==> src/rtl/mcu0_pkg.sv <==
// Shared definitions for the MCU0 memory arbiter: sequencer states, address width
// and requester port indices.
package mcu0_pkg;

  localparam int MCU0_AW  = 12;
  localparam int PORT_CPU = 0;
  localparam int PORT_AUX = 1;

  typedef enum logic [2:0] {
    IDLE = 3'd0,
    B0   = 3'd1,
    B1   = 3'd2,
    B2   = 3'd3,
    ACK  = 3'd4
  } state_t;

endpackage

==> src/rtl/mcu0_rr_pick.sv <==
// Two-way round-robin picker: on a tie the port that did not win last time is chosen.
module mcu0_rr_pick
  import mcu0_pkg::*;
(
  input  logic req0,
  input  logic req1,
  input  logic last_grant,
  output logic grant_valid,
  output logic gnt
);

  always_comb begin
    grant_valid = req0 | req1;
    if (req0 && req1) gnt = ~last_grant;
    else              gnt = req1;
  end

endmodule

==> src/rtl/mcu0_mem_arbiter.sv <==
// Arbitrates two 16-bit word requesters onto a byte-wide synchronous-read memory,
// splitting each word into a big-endian pair of byte cycles.
module mcu0_mem_arbiter
  import mcu0_pkg::*;
#(
  parameter int AW = MCU0_AW
) (
  input  logic          clock,
  input  logic          reset,
  input  logic          req0,
  input  logic          we0,
  input  logic [AW-1:0] addr0,
  input  logic [15:0]   wdata0,
  output logic          ack0,
  output logic [15:0]   rdata0,
  input  logic          req1,
  input  logic          we1,
  input  logic [AW-1:0] addr1,
  input  logic [15:0]   wdata1,
  output logic          ack1,
  output logic [15:0]   rdata1,
  output logic [AW-1:0] mem_addr,
  output logic          mem_we,
  output logic [7:0]    mem_wdata,
  input  logic [7:0]    mem_rdata
);

  state_t        state, state_nxt;
  logic          last_grant;
  logic          grant_valid, gnt;
  logic          gnt_l, we_l;
  logic [AW-1:0] addr_l;
  logic [15:0]   wdata_l;
  logic [7:0]    hi_l;
  logic          take;

  mcu0_rr_pick u_pick (
    .req0        (req0),
    .req1        (req1),
    .last_grant  (last_grant),
    .grant_valid (grant_valid),
    .gnt         (gnt)
  );

  assign take = (state == IDLE) && grant_valid;

  always_comb begin
    state_nxt = state;
    mem_addr  = '0;
    mem_we    = 1'b0;
    mem_wdata = '0;
    ack0      = 1'b0;
    ack1      = 1'b0;
    case (state)
      IDLE: if (grant_valid) state_nxt = B0;
      B0: begin
        mem_addr  = addr_l;
        mem_we    = we_l;
        mem_wdata = wdata_l[15:8];
        state_nxt = B1;
      end
      B1: begin
        mem_addr  = addr_l + AW'(1);
        mem_we    = we_l;
        mem_wdata = wdata_l[7:0];
        state_nxt = we_l ? ACK : B2;
      end
      B2:  state_nxt = ACK;
      ACK: begin
        ack0      = (gnt_l == 1'(PORT_CPU));
        ack1      = (gnt_l == 1'(PORT_AUX));
        state_nxt = IDLE;
      end
      default: state_nxt = IDLE;
    endcase
    // Suppress the strobe while reset is sampled so an interrupted write stops after its high byte.
    if (reset) mem_we = 1'b0;
  end

  // Control state and visible read results
  always_ff @(posedge clock) begin
    if (reset) begin
      state      <= IDLE;
      last_grant <= 1'(PORT_AUX);
      rdata0     <= '0;
      rdata1     <= '0;
    end else begin
      state <= state_nxt;
      if (take) last_grant <= gnt;
      if (state == B2) begin
        if (gnt_l == 1'(PORT_AUX)) rdata1 <= {hi_l, mem_rdata};
        else                       rdata0 <= {hi_l, mem_rdata};
      end
    end
  end

  // Request fields are frozen at grant; later changes on the ports are ignored
  always_ff @(posedge clock) begin
    if (take) begin
      gnt_l   <= gnt;
      we_l    <= (gnt == 1'(PORT_AUX)) ? we1    : we0;
      addr_l  <= (gnt == 1'(PORT_AUX)) ? addr1  : addr0;
      wdata_l <= (gnt == 1'(PORT_AUX)) ? wdata1 : wdata0;
    end
    if (state == B1) hi_l <= mem_rdata;
  end

endmodule
==> config.mk <==
export PLATFORM = sky130hd
export DESIGN_NAME = mcu0_mem_arbiter
export DESIGN_NICKNAME = d
export VERILOG_FILES = /design/src/rtl/mcu0_pkg.sv /design/src/rtl/mcu0_rr_pick.sv /design/src/rtl/mcu0_mem_arbiter.sv
export SDC_FILE = /design/constraint.sdc
export NUM_CORES = 1
export LEC_CHECK = 0
export BUFFER_PORTS_ARGS = -buffer_cell sky130_fd_sc_hd__buf_4
export CORE_ASPECT_RATIO = 1.4
export CORE_UTILIZATION = 44
export DETAILED_ROUTE_END_ITERATION = 7
export PLACE_DENSITY = 0.74
export SYNTH_ARGS = -nofsm -noshare
export SYNTH_HDL_FRONTEND = slang
export SYNTH_SLANG_ARGS = --single-unit
==> constraint.sdc <==
create_clock -name clock -period 1.9 [get_ports clock]
set_input_delay 0.095 -clock clock [delete_from_list [all_inputs] [get_ports clock]]
set_output_delay 0.095 -clock clock [all_outputs]
set_load 0.01 [all_outputs]
======== Word level (Yosys, flattened, before mapping) ========
Index checks and enable logic that the tools add are counted.
W data, S select, Z words.
storage, ports and cells
  output and inout bits ................... 55
  logic and storage cells ................. 37
  register bits ........................... 74
  input port bits ......................... 70
cells by class
  multiplexer cells ....................... 13
  reduce and logical (&&, ||, !) cells .... 6
  bitwise operators ....................... 3
  equality and inequality tests ........... 5
  add/subtract/negate cells ............... 1
operators with widths
  kind                     count
  $pmux W12 S2             1
  $mux W16                 1
  $pmux W8 S2              1
  $add A12 B1 Y12 const B  1
  $mux W12                 1
  $pmux W3 S4              1
  $eq A3 B2 Y1 const B     2
  $mux W1                  6
  $mux W3                  2
  $reduce_and A2 Y1        2
  $eq A3 B1 Y1 const B     1
  $eq A3 B3 Y1 const B     1
  $logic_not A3 Y1         1
  $logic_and A1 B1 Y1      2
  $ne A2 B2 Y1 const B     1
  $not A1 Y1               2
  $reduce_or A2 Y1         1
  $or A1 B1 Y1             1

======== Logic depth before layout (Yosys ltp) ========
  word-level depth ........................ 4
  gate-level depth with buffers ........... 7
  mapped depth without buffers ............ 4

======== Hierarchy ========
Synthesis repeated with hierarchy kept, for this count alone.
unflattened totals
  cells, all modules ...................... 305
  area total of the unflattened synthesis .. 3209.3 um^2
by module, submodules not included
  module            cells each  instances  area each (um^2)  seq. area each (um^2)
  mcu0_mem_arbiter  303         1          3195.6            1861.8
  mcu0_rr_pick      2           1          13.8              0.0

======== Worst setup path before layout ========
Ideal clock, no wire load.
  path type ............................... reg2reg
  from .................................... register state[1]
  to ...................................... register addr_l[0] (enable)
  arrival time ............................ 1.481 ns
  cell stages (with the launch flop) ...... 4
  path buffers ............................ 1
  clock period less this slack ............ 1.871 ns
  path slack .............................. 0.029 ns
  library setup time ...................... 0.390 ns
  data required time ...................... 1.510 ns
  path through ............................ dfxtp_1 buf_6 nor3_1 o21a_1
on the way
  cells in the longest elaborated chain, start to end .. 2
ends and longest elaborated chain
  item                      RTL line                 text
  start: declaration        mcu0_mem_arbiter.sv:28   state_t state, state_nxt;
  start signal: assignment  mcu0_mem_arbiter.sv:88   state <= state_nxt;
  $logic_not A3 Y1          mcu0_mem_arbiter.sv:45   assign take = (state == IDLE) && grant_valid;
  $logic_and A1 B1 Y1       mcu0_mem_arbiter.sv:45
  via take                  mcu0_mem_arbiter.sv:35   logic take;
  end signal: assignment    mcu0_mem_arbiter.sv:102  addr_l <= (gnt == 1'(PORT_AUX)) ? addr1 : addr0;
  end: declaration          mcu0_mem_arbiter.sv:32   logic [AW-1:0] addr_l;
The timed path passes the listed nets, and every way through them passes these cells.
A chain may end at the register's enable or synchronous reset.

======== Worst setup path in the final report ========
  from .................................... register state[0]
  to ...................................... output mem_addr[5]
on the way
  cells in the longest elaborated chain, start to end .. 2
  elaborated cells between the ends (all ways) .. 3
  those cells by class .................... 2 x eq/ne; 1 x mux
ends and longest elaborated chain
  item                                          RTL line                text
  $eq A3 B2 Y1 or $eq A3 B1 Y1 (tied branches)  mcu0_mem_arbiter.sv:54  case (state)
  $pmux W12 S2 *                                mcu0_mem_arbiter.sv:54
  end: declaration                              mcu0_mem_arbiter.sv:22  output logic [AW-1:0] mem_addr,
Every way passes the cells marked *; elsewhere a longest branch is shown, timed or not.

==> flow_metrics.env <==
export IMPL_status="finished, final reports clean"
export IMPL_finalSetupViolCount=0
export IMPL_worstSetupPathType="reg2out"
export IMPL_layout_drive_gt1_share=0.4531
export IMPL_final_common_cell="sky130_fd_sc_hd__buf_4"
export IMPL_critical_path_max_stage_delay_ns=0.45
export IMPL_cts_buffers=9
export IMPL_detailedRoute_firstPassIterationCount=4
export IMPL_globalplace_congestion=0.8305
export IMPL_clock_sinks=74
export IMPL_path_delay_family="simple AND/OR/NAND/NOR gates"
export IMPL_instance_count_after_placement_with_tap_cells_included=510
export IMPL_syn_mean_instance_area_um2=10.78
export IMPL_slew_headroom=0.6129
export IMPL_cp_num_buf_inv=2
export IMPL_timing_max_cap_violations=0
export IMPL_areaGrowthSynthToFinish_pct=43.11
export IMPL_clk_latency_ns=0.34
export IMPL_maximum_fanout_along_the_worst_path=11
export IMPL_timing_critical_path_arrival_ns=1.78
export IMPL_power_leakage_nw=1.890
export IMPL_synth_edf_count=38
export IMPL_fmax_mhz=533.8
export IMPL_dp_hpwl_mm=5.271
export IMPL_synth_compound_gate_area_share=0.1210
export IMPL_grt_total_usage=0.1986
export IMPL_required_ns=1.80
export IMPL_grt_overflow_total=0
export IMPL_ys_types=41
export IMPL_initial_antenna_violation_count=0
export IMPL_cts_root_buffer="sky130_fd_sc_hd__clkbuf_8"
export IMPL_design_final_nets=514
export IMPL_hold_ws_ns=0.05114
export IMPL_r2r_worst_path_cells=4
export IMPL_synth_nets=375
export IMPL_detail_route_wirelength_mm=7.561
export IMPL_synth_area_mux_share=0.1027
export IMPL_fin_tns_setup_ns=0
export IMPL_final_cells=543
export IMPL_drv_slew=0
export IMPL_max_clock_path_buffers=2
export IMPL_finalHoldViolCount=0
export IMPL_path_cells="or3b_4 > buf_6 > a31oi_1 > o21ai_0 > o21ai_1 > buf_4"
export IMPL_timing_hold_worst_class="in2reg"
export IMPL_syn_inst=304
export IMPL_dominantRegCellSynth="sky130_fd_sc_hd__edfxtp_1"
export IMPL_final_cell_mix="sky130_fd_sc_hd__buf_4, sky130_fd_sc_hd__nand2_1, sky130_fd_sc_hd__edfxtp_1"
export IMPL_floorplan_rows=36
export IMPL_via_count=2794
export IMPL_critical_path_endpoint="mem_addr[5]"
export IMPL_final_antenna_net_count=0
export IMPL_synth_warnings=0
export IMPL_regToRegStartpoint="state[2]"
export IMPL_critical_path_startpoint="state[0]"
export IMPL_end_kind="output port"
export IMPL_rsz0062_at_grt="yes"
export IMPL_drt_first_iter_violations=88
export IMPL_yosys_area_share_xor_xnor=0.002673
export IMPL_tritoncts="done"
export IMPL_fin_total_pwr_mw=3.943
export IMPL_grt_max_degree=38
export IMPL_worst_ir_drop_vdd_uv=430.1
export IMPL_final_core_utilization=0.6631
export IMPL_initial_utilization=0.4634
export IMPL_synth_simple_gate_area_frac=0.1569
export IMPL_die_h_um=104.1
export IMPL_worst_pin_slew_ns=0.5807
export IMPL_antenna_diode_count=0
export IMPL_path_clk_slew_ns=0.08
export IMPL_die_width_um=74.94
export IMPL_yosys_area_share_adder=0.003818
export IMPL_multi_input_comb_area_um2=1313
export IMPL_coreArea_um2=7072
export IMPL_portBuffers=124
export IMPL_clock_tree_htree_level_count=3
export IMPL_r2r_setup_slack_ns=0.29
export IMPL_syn_cell_area_um2=3277
export IMPL_finalCritPeriodShare=0.9859
export IMPL_boundaryPins=125
export IMPL_r2r_end="wdata_l[3]"
export IMPL_detail_route_drc_violations=0
export IMPL_critical_path_depth=6
export IMPL_clock_skew_ns=0.009187
export IMPL_grt_first_pass_wirelength_mm=11.89
export IMPL_layout_area_seq_um2=1869
export IMPL_synth_seq_cells=74
export IMPL_synth_async_reset_ratio=0
export IMPL_first_global_vias=2690
export IMPL_power_per_cell_area_nw_per_um2=840.9
export IMPL_wl_per_cell_um=13.92
export IMPL_dominant_combinational_cell_family_by_area_after_synthesis="simple AND/OR/NAND/NOR gates"
export IMPL_avgViaCountPerCell=5.145
export IMPL_timing_critical_path_slowest_stage_cell="sky130_fd_sc_hd__or3b_4"
export IMPL_synth_seq_area_share=0.5682
export IMPL_n_fill_cell=566
export IMPL_holdCritStartpoint="addr0[2]"
export IMPL_design_die_area_um2=7801
export IMPL_worstSetupStartpointType="flop"
export IMPL_final_min_clock_period_ns=1.873
metal layers:
metal	vias up	share of wire	track usage
li1	1370	-	-
met1	1295	0.39	0.2224
met2	113	0.53	0.3456
met3	16	0.066	0.04942
met4	0	0.018	0.08356
met5	-	0	0
cells by family after synthesis:
family | after synthesis
AOI/OAI and AO/OA | 69
xor gates and xnor gates | 1
adders and majority gates | 1
buffers and inverters | 23
DFF | 74
muxes | 30
and+or+nand+nor | 106
registers in the layout, summed over array words and instances (netlist names):
signal	flops
we_l	1
rdata1	16
rdata0	16
gnt_l	1
last_grant	1
addr_l	12
state	3
wdata_l	16
hi_l	8
synthesized netlist by cell type (all sizes together), types with 5 or more instances:
cell type / count / area [um^2]
nand3: 5 / 30.03
nand4: 5 / 31.28
buf: 17 / 123.9
dfxtp: 36 / 720.7
o21ai: 16 / 80.08
a31oi: 5 / 31.28
edfxtp: 38 / 1141
a21oi: 35 / 175.2
nor2: 5 / 18.77
a22o: 9 / 78.83
nand2: 70 / 262.8
mux2: 29 / 326.6
worst min path at each step:
stage,slack [ns],end,cells past startpoint
finish,0.05,addr_l[2],2
global route,0.04,addr_l[2],2
CTS,0.04,addr_l[2],2
detailed placement,0.30,hi_l[7],1
global placement,0.30,hi_l[7],1
floorplan,0.19,hi_l[0],0
per-stage QoR:
| step | area [um^2] | setup WS, ns |
|---|---|---|
| final | 4690 | 0.02674 |
| after global routing | 4690 | -0.07159 |
| after CTS | 4591 | 0.004240 |
| after detailed placement | 4282 | 0.1858 |
| after global placement | 4282 | 0.2127 |
| after floorplan | 3277 | 0.02943 |
what timing repair did:
action / CTS / global route
hold buffers: 8 / 0
endpoints found under the setup margin: 19 / 20
buffers inserted: 3 / 6
pin swaps: 1 / 4
endpoints found under the hold margin: 8 / 0
resized for setup: 7 / 14
where the power goes:
part | switching (mW) | internal [mW]
registers | 0.0883 | 1.85
logic | 0.372 | 0.435
clock network | 0.558 | 0.640
area by class of cell:
cell class              count  area share
well taps                  95     0.02535
clock inverters             5     0.01121
repair buffers            149      0.2505
inverters                   2    0.004269
clock buffers              11     0.03015
flip-flops and latches     74      0.3986
multi-input cells         207      0.2799
No activity file was read; power rests on OpenSTA's default activity.
